===== config.mk =====
export PLATFORM = sky130hd
export DESIGN_NAME = branch_sequencer
export DESIGN_NICKNAME = d
export VERILOG_FILES = /design/src/rtl/branch_sequencer.sv
export SDC_FILE = /design/constraint.sdc
export NUM_CORES = 1
export LEC_CHECK = 0
export ABC_AREA = 1
export CORE_MARGIN = 10
export CORE_UTILIZATION = 42
export CTS_CLUSTER_SIZE = 8
export DETAILED_ROUTE_END_ITERATION = 10
export PLACE_DENSITY = 0.79
export SLEW_MARGIN = 20
export SYNTH_ARGS = -nofsm -noshare
export SYNTH_HDL_FRONTEND = slang
export SYNTH_SLANG_ARGS = --single-unit

===== constraint.sdc =====
create_clock -name clock -period 1.91 [get_ports clock]
set_clock_uncertainty 0.1 [all_clocks]
set_input_delay 0.382 -clock clock [delete_from_list [all_inputs] [get_ports clock]]
set_output_delay 0.382 -clock clock [all_outputs]
set_load 0.01 [all_outputs]

===== src/rtl/branch_sequencer.sv =====
// branch_sequencer: NZCV flag register plus conditional-branch sequencer (evaluate, flush, PC load, acknowledge)
module branch_sequencer #(
  parameter int ADDR_WIDTH   = 32,
  parameter int FLUSH_CYCLES = 2
) (
  input  logic                  clock,
  input  logic                  reset,
  input  logic                  flag_we,
  input  logic [3:0]            flags_in,
  input  logic                  br_req,
  input  logic [3:0]            br_cond,
  input  logic [ADDR_WIDTH-1:0] br_target,
  output logic                  br_ack,
  output logic                  br_taken,
  input  logic                  pc_ready,
  output logic                  pc_load,
  output logic [ADDR_WIDTH-1:0] pc_next,
  output logic                  flush,
  output logic                  stall,
  output logic [3:0]            flags
);
  typedef enum logic [2:0] {IDLE, EVAL, FLUSH, LOAD, DONE} state_t;
  localparam int CW = FLUSH_CYCLES > 1 ? $clog2(FLUSH_CYCLES) : 1;
  state_t                state_q, state_d;
  logic [CW-1:0]         cnt_q, cnt_d;
  logic [3:0]            cond_q, cond_d, flags_q, flags_d;
  logic [ADDR_WIDTH-1:0] target_q, target_d;
  logic                  take_q, take_d;
  logic                  n, z, c, v, d;
  logic [15:0]           cond_tbl;
  always_comb begin
    {n, z, c, v} = flags_q;
    d = n ^ v;
    cond_tbl = {1'b0, 1'b1, z | d, ~z & ~d, d, ~d, ~c | z, c & ~z,
                ~v, v, ~n, n, ~c, c, ~z, z};
    flags_d = flag_we ? flags_in : flags_q;
    state_d = state_q;
    cnt_d = cnt_q;
    cond_d = cond_q;
    target_d = target_q;
    take_d = take_q;
    case (state_q)
      IDLE: begin
        state_d = br_req ? EVAL : IDLE;
        cond_d = br_req ? br_cond : cond_q;
        target_d = br_req ? br_target : target_q;
      end
      EVAL: begin
        take_d = cond_tbl[cond_q];
        state_d = !take_d ? DONE : (FLUSH_CYCLES == 0) ? LOAD : FLUSH;
        cnt_d = CW'(FLUSH_CYCLES - 1);
      end
      FLUSH: begin
        state_d = (cnt_q == '0) ? LOAD : FLUSH;
        cnt_d = cnt_q - 1'b1;
      end
      LOAD: state_d = pc_ready ? DONE : LOAD;
      DONE: state_d = IDLE;
      default: state_d = IDLE;
    endcase
  end
  always_ff @(posedge clock or posedge reset) begin
    if (reset) begin
      state_q <= IDLE;
      cnt_q <= '0;
      cond_q <= '0;
      target_q <= '0;
      take_q <= 1'b0;
      flags_q <= '0;
    end else begin
      state_q <= state_d;
      cnt_q <= cnt_d;
      cond_q <= cond_d;
      target_q <= target_d;
      take_q <= take_d;
      flags_q <= flags_d;
    end
  end
  assign stall = state_q != IDLE;
  assign flush = state_q == FLUSH;
  assign pc_load = state_q == LOAD;
  assign pc_next = pc_load ? target_q : '0;
  assign br_ack = state_q == DONE;
  assign br_taken = br_ack & take_q;
  assign flags = flags_q;
endmodule


==> run summary, run 1 <==
status -> finished, final reports clean
mapped cell area -> 2040 sq um
number of buffers created by CTS -> 5
Slew Viols, Final -> 0
CP Capture Type -> output pin
global placement routability congestion -> 0.738
Worst-Skew Late Latency -> 0.28 ns
fin util -> 63.8%
fill count -> 421
first-pass GRT wire length -> 8.79 mm
Pleak -> 1.65 nW
core footprint -> 4720 sq um
vias in the first global route -> 1,890
setup violators final -> 0
layout cell share with drive strength beyond 1 -> 21.4%
WL final -> 5.14 mm
Yosys reg bits -> 45
Crit Path Max Fanout -> 18
Mapped Nets -> 301
Antenna Cells -> 0
most frequent cells in the layout -> nor2_1 (60), clkdlybuf4s50_1 (48), dfrtp_1 (45), inv_1 (42), a21oi_1 (36)
largest net degree at the start of global routing -> 74
vias per inst -> 4.48
Multi-input gate area -> 719 sq um
global route overflow -> 0
RSZ-0062 raised after global routing -> true
Overall Global Routing Usage -> 12.8%
total iterations of the first detailed-routing run -> 4
TritonCTS clock tree -> built
yosys warns -> 0
total power -> 3.98 mW
Sw Ratio -> 38.7%
crit share post-route -> 99.2%
Slew Limit Headroom -> 79.2%
PortBufs -> 85
Final Hold Slack -> 0.349 ns
clock buffer depth -> 2
clock slew at reported path FFs -> 0.08 ns
Mapped Avg Cell Area -> 7.98 sq um
hold crit path type -> in -> async
vias -> 1,867
antenna violations before repair -> 0
Least-Margin Pin Slew -> 0.310 ns
remaining antenna violation count -> 0
Area growth syn-to-layout -> 47.5%
final setup TNS -> 0 ns
Worst setup SP type -> flop
commonest non-fill, non-tap cell in the layout -> nor2_1
synthesized instance count -> 256
post-route insts no fill -> 417
sequential cell area -> 1130 sq um
die height -> 89.7 um
Fmax -> 0.528 GHz
Reg power frac -> 38.4%
# rows -> 25
Worst EP required -> 1.43 ns
CP Class -> reg -> out
logic gate share of total power -> 47.2%
Seq/Total Area, Yosys -> 55.1%
Root Buffer -> clkbuf_8
hpwl dp -> 3.95 mm
final worst slack -> 0.0162 ns
DRT iter0 DRCs -> 66
CTS sink cnt -> 45
min Tclk post-route -> 1.89 ns
sw power -> 1.54 mW
wire per inst -> 12.3 um
clock share of power -> 14.4%
H-tree depth -> 2
placed insts -> 409
Max-cap violations -> 0
Die W -> 89.7 um
Pwr Density -> 1320 nW/um^2
die area -> 8050 sq um
Placed Area -> 3050 sq um
synth unique cells -> 18
cell area after layout -> 3010 sq um
Int Power -> 2.44 mW
num ports -> 86
residual DRC count -> 0
worst endpoint data arrival time -> 1.41 ns
nets -> 395
IR Drop Worst-Case VDD -> 737 uV
pre-CTS setup slack -> -0.0853 ns
Initial Utilization -> 43.2%
Hold Vio Cnt, Final -> 0
-- power groups by stage --
stage	combinational, mW	sequential (mW)	clock, mW
global placement	1.97	1.53	0
CTS	1.86	1.53	0.591
global route	2.13	1.57	0.644
finish	1.88	1.53	0.575
detailed placement	2.02	1.55	0
floorplan	1.17	1.53	0
-- cell type report --
| type | count | share of cell area (%) |
|---|---|---|
| clock buffers | 7 | 2.87 |
| inverters | 47 | 5.86 |
| multi-input cells | 154 | 23.9 |
| flip-flops and latches | 45 | 37.4 |
| well taps | 67 | 2.78 |
| repair buffers | 97 | 27.2 |
-- path summary, 6_finish.rpt --
path                            start           end  slack [ns]  cells past startpoint
max in group asynchronous       reset   target_q[8]        1.16                      3
max                        state_q[0]   pc_next[19]        0.02                      6
max reg2reg                state_q[0]  target_q[30]        0.42                      7
min reg2reg                    take_q        take_q        0.39                      2
min in group clock             take_q        take_q        0.39                      2
min                             reset  target_q[30]        0.35                      3
-- synth_stat cells --
master     n  share of area [%]
a21oi_1   36                8.8
and3_1     1               0.31
buf_2      6                1.5
buf_4      4                1.5
dfrtp_1   45                 55
inv_1     43                7.9
inv_2      4               0.74
mux2_2     2                1.1
nand2_1   26                4.8
nand3_1    5                1.2
nand3_2    1               0.49
nor2_1    74                 14
nor2_2     1               0.31
nor3_1     3               0.74
nor3_4     1               0.80
o211ai_1   1               0.37
o21ai_0    2               0.49
o21ai_1    1               0.24
-- sequential cells by signal, summed over array words and instances (netlist names) --
name,flops
cnt_q,1
cond_q,4
flags,4
state_q,3
take_q,1
target_q,32
-- cell families (layout without fill, tap and decap cells) --
family | after synthesis | in the layout | share of synthesized area, %
compound gates | 40 | 40 | 9.93
buf+inv | 57 | 151 | 11.6
flops | 45 | 45 | 55.1
mux | 2 | 2 | 1.10
simple gates | 112 | 112 | 22.2
-- critical path: stages, from the launching register on --
cell and delay (ns):
dfrtp_1 0.37, inv_2 0.06, nor3_4 0.20, inv_2 0.09, buf_8 0.17, nor2_1 0.09, buf_2 0.14
-- repair_timing --
action | in CTS | in global routing
hold buffers | 0 | 0
resized for setup | 134 | 20
endpoints found under the setup margin | 37 | 28
setup buffers | 2 | 1
pin swaps | 1 | 1
-- metal layers --
metal  routed length, um  vias to the layer above  track usage [%]
met1                2130                      863             15.0
met5                   0                        -                0
met4                  14                        0             3.23
li1                    -                      955                -
met3                 418                        2             5.15
met2                2580                       47             21.2
No activity file was read; power rests on OpenSTA's default activity.
==> inputs of run 2 (changes only) <==
Settings changed: CORE_UTILIZATION 42 to 60, DONT_BUFFER_PORTS from default to 1, HOLD_SLACK_MARGIN from default to 0.05, PLACE_DENSITY 0.79 to 0.76.
Clock period 1.91 ns to 2.1 ns, I/O delays scaled along.
==> run 2 against run 1 <==
  * Clock power decreased by 30%
  * Setup slack better by 0.0039 ns
  * Non-clock buffer count decreased by 90
  * Register-to-register slack better by 0.23 ns
  * Wire length shrank 12%
  * Sequential power shrank 8%
  * Cell count is 27% lower
  * Hold slack got worse by 0.26 ns
==> run summary, run 2 (synthesis gave the netlist of run 1 again) <==
clock buffer depth -> 2
wire per inst -> 14.8 um
WL final -> 4.54 mm
core footprint -> 3310 sq um
max reg flops -> 32
CP Capture Type -> output pin
Slew Limit Headroom -> 64.1%
die height -> 78.3 um
worst hold stages -> 2
H-tree depth -> 2
Least-Margin Pin Slew -> 0.538 ns
Most flops, register -> target_q
residual DRC count -> 0
CTS sink cnt -> 45
antenna violations before repair -> 0
# rows -> 21
hpwl dp -> 3.26 mm
Hold Vio Cnt, Final -> 0
Multi-input gate area -> 759 sq um
Pwr Density -> 1430 nW/um^2
Root Buffer -> clkbuf_4
Worst setup SP type -> flop
most frequent cells in the layout -> dfrtp_1 (45), inv_1 (42), nor2_1 (42), a21oi_1 (36), nor2_2 (33)
Area growth syn-to-layout -> 11.2%
setup violators final -> 0
remaining antenna violation count -> 0
die area -> 6140 sq um
cell area after layout -> 2270 sq um
Worst EP required -> 1.58 ns
IR Drop Worst-Case VDD -> 618 uV
layout cell share with drive strength beyond 1 -> 20.0%
clock slew at reported path FFs -> 0.12 ns
CP Class -> reg -> out
Max-cap violations -> 0
nets -> 305
Worst-Skew Late Latency -> 0.33 ns
vias in the first global route -> 1,675
Placed Area -> 2070 sq um
worst endpoint data arrival time -> 1.56 ns
hold crit path type -> in -> reg
Overall Global Routing Usage -> 14.9%
Pleak -> 1.20 nW
vias -> 1,548
global placement routability congestion -> 0.768
cells on worst reg2reg path -> 6
vias per inst -> 5.06
number of buffers created by CTS -> 5
first-pass GRT wire length -> 7.44 mm
Initial Utilization -> 61.7%
largest net degree at the start of global routing -> 74
Crit Path Max Fanout -> 34
Final Hold Slack -> 0.0922 ns
total iterations of the first detailed-routing run -> 4
commonest non-fill, non-tap cell in the layout -> dfrtp_1
num ports -> 86
crit share post-route -> 99.0%
DRT iter0 DRCs -> 121
fill count -> 305
Fmax -> 0.481 GHz
sequential cell area -> 1130 sq um
PortBufs -> 0
Die W -> 78.3 um
Antenna Cells -> 0
Slew Viols, Final -> 0
min Tclk post-route -> 2.08 ns
status -> finished, final reports clean
RSZ-0062 raised after global routing -> true
global route overflow -> 0
TritonCTS clock tree -> built
==> run 2: changes by cell type in the layout (fill, tap and decap cells not counted), moves of 2 or more <==
cell / change
buf_12: -2
inv_2: -2
dlygate4sd3_1: +2
clkbuf_4: +5
clkdlybuf4s50_1: -48
nor2_2: +18
dlygate4sd2_1: -4
nor2_1: -18
buf_2: -32
buf_4: -4
clkbuf_8: -5
==> run 2: critical path: stages, from the launching register on <==
cell       delay [ns]
dfrtp_1          0.39
inv_2            0.06
nor3_4           0.30
bufinv_16        0.28
nor2_2           0.18
==> run 2: what timing repair did <==
item	CTS	global route
buffers inserted	2	0
hold buffers	1	1
resized for setup	37	0
hold endpoints to repair	45	2
pin swaps	1	0
endpoints found under the setup margin	32	32
==> run 2: worst paths after layout <==
| kind | start | endpoint | slack [ns] |
|---|---|---|---|
| worst min-delay path | flags_in[0] | flags[0] | 0.09 |
| max in group asynchronous | reset | target_q[9] | 0.95 |
| worst max-delay path | state_q[1] | pc_next[31] | 0.02 |
| worst min register to register | take_q | take_q | 0.40 |
| worst max register to register | state_q[0] | target_q[4] | 0.65 |
| min in group asynchronous | reset | target_q[15] | 0.58 |
==> run 2: metal layers <==
layer | vias up | track usage [%] | part of all wire (%)
li1 | 779 | - | -
met1 | 720 | 15.7 | 39
met2 | 49 | 25.7 | 54
met3 | 0 | 7.29 | 6.9
met4 | 0 | 4.30 | 0
met5 | - | 0 | 0
==> run 2: area by class of cell <==
type,count,share of cell area (%)
Sequential cell,45,49.6
Inverter,47,8.93
Clock buffer,7,2.42
Multi-Input combinational cell,154,33.4
Tap cell,46,2.53
Timing Repair Buffer,7,3.09
==> run 2: per-stage QoR <==
step	util [%]	total power, mW	std cells	setup slack, ns	setup TNS, ns
2_1_floorplan	-	2.46	256	0.452	0
3_3_place_gp	62.7	2.63	295	0.256	0
3_5_place_dp	62.7	2.71	295	0.220	0
4_1_cts	68.3	3.27	305	-0.0169	-0.216
5_1_grt	68.6	3.55	306	-0.0956	-2.49
6_report	68.6	3.24	306	0.0201	0
==> run 2: report_power, final <==
part	total, mW	switching [mW]	internal, mW	leakage, nW
clock network	0.405	0.246	0.159	0.0314
logic	1.43	0.963	0.466	0.668
registers	1.40	0.155	1.25	0.501
==> inputs of run 3 (changes only) <==
Settings changed: ABC_CLOCK_PERIOD_IN_PS from default to 2100, SLEW_MARGIN 20 to 30.
==> results of run 3 <==
Final layout, timing and power as in run 2 (identical DEF).
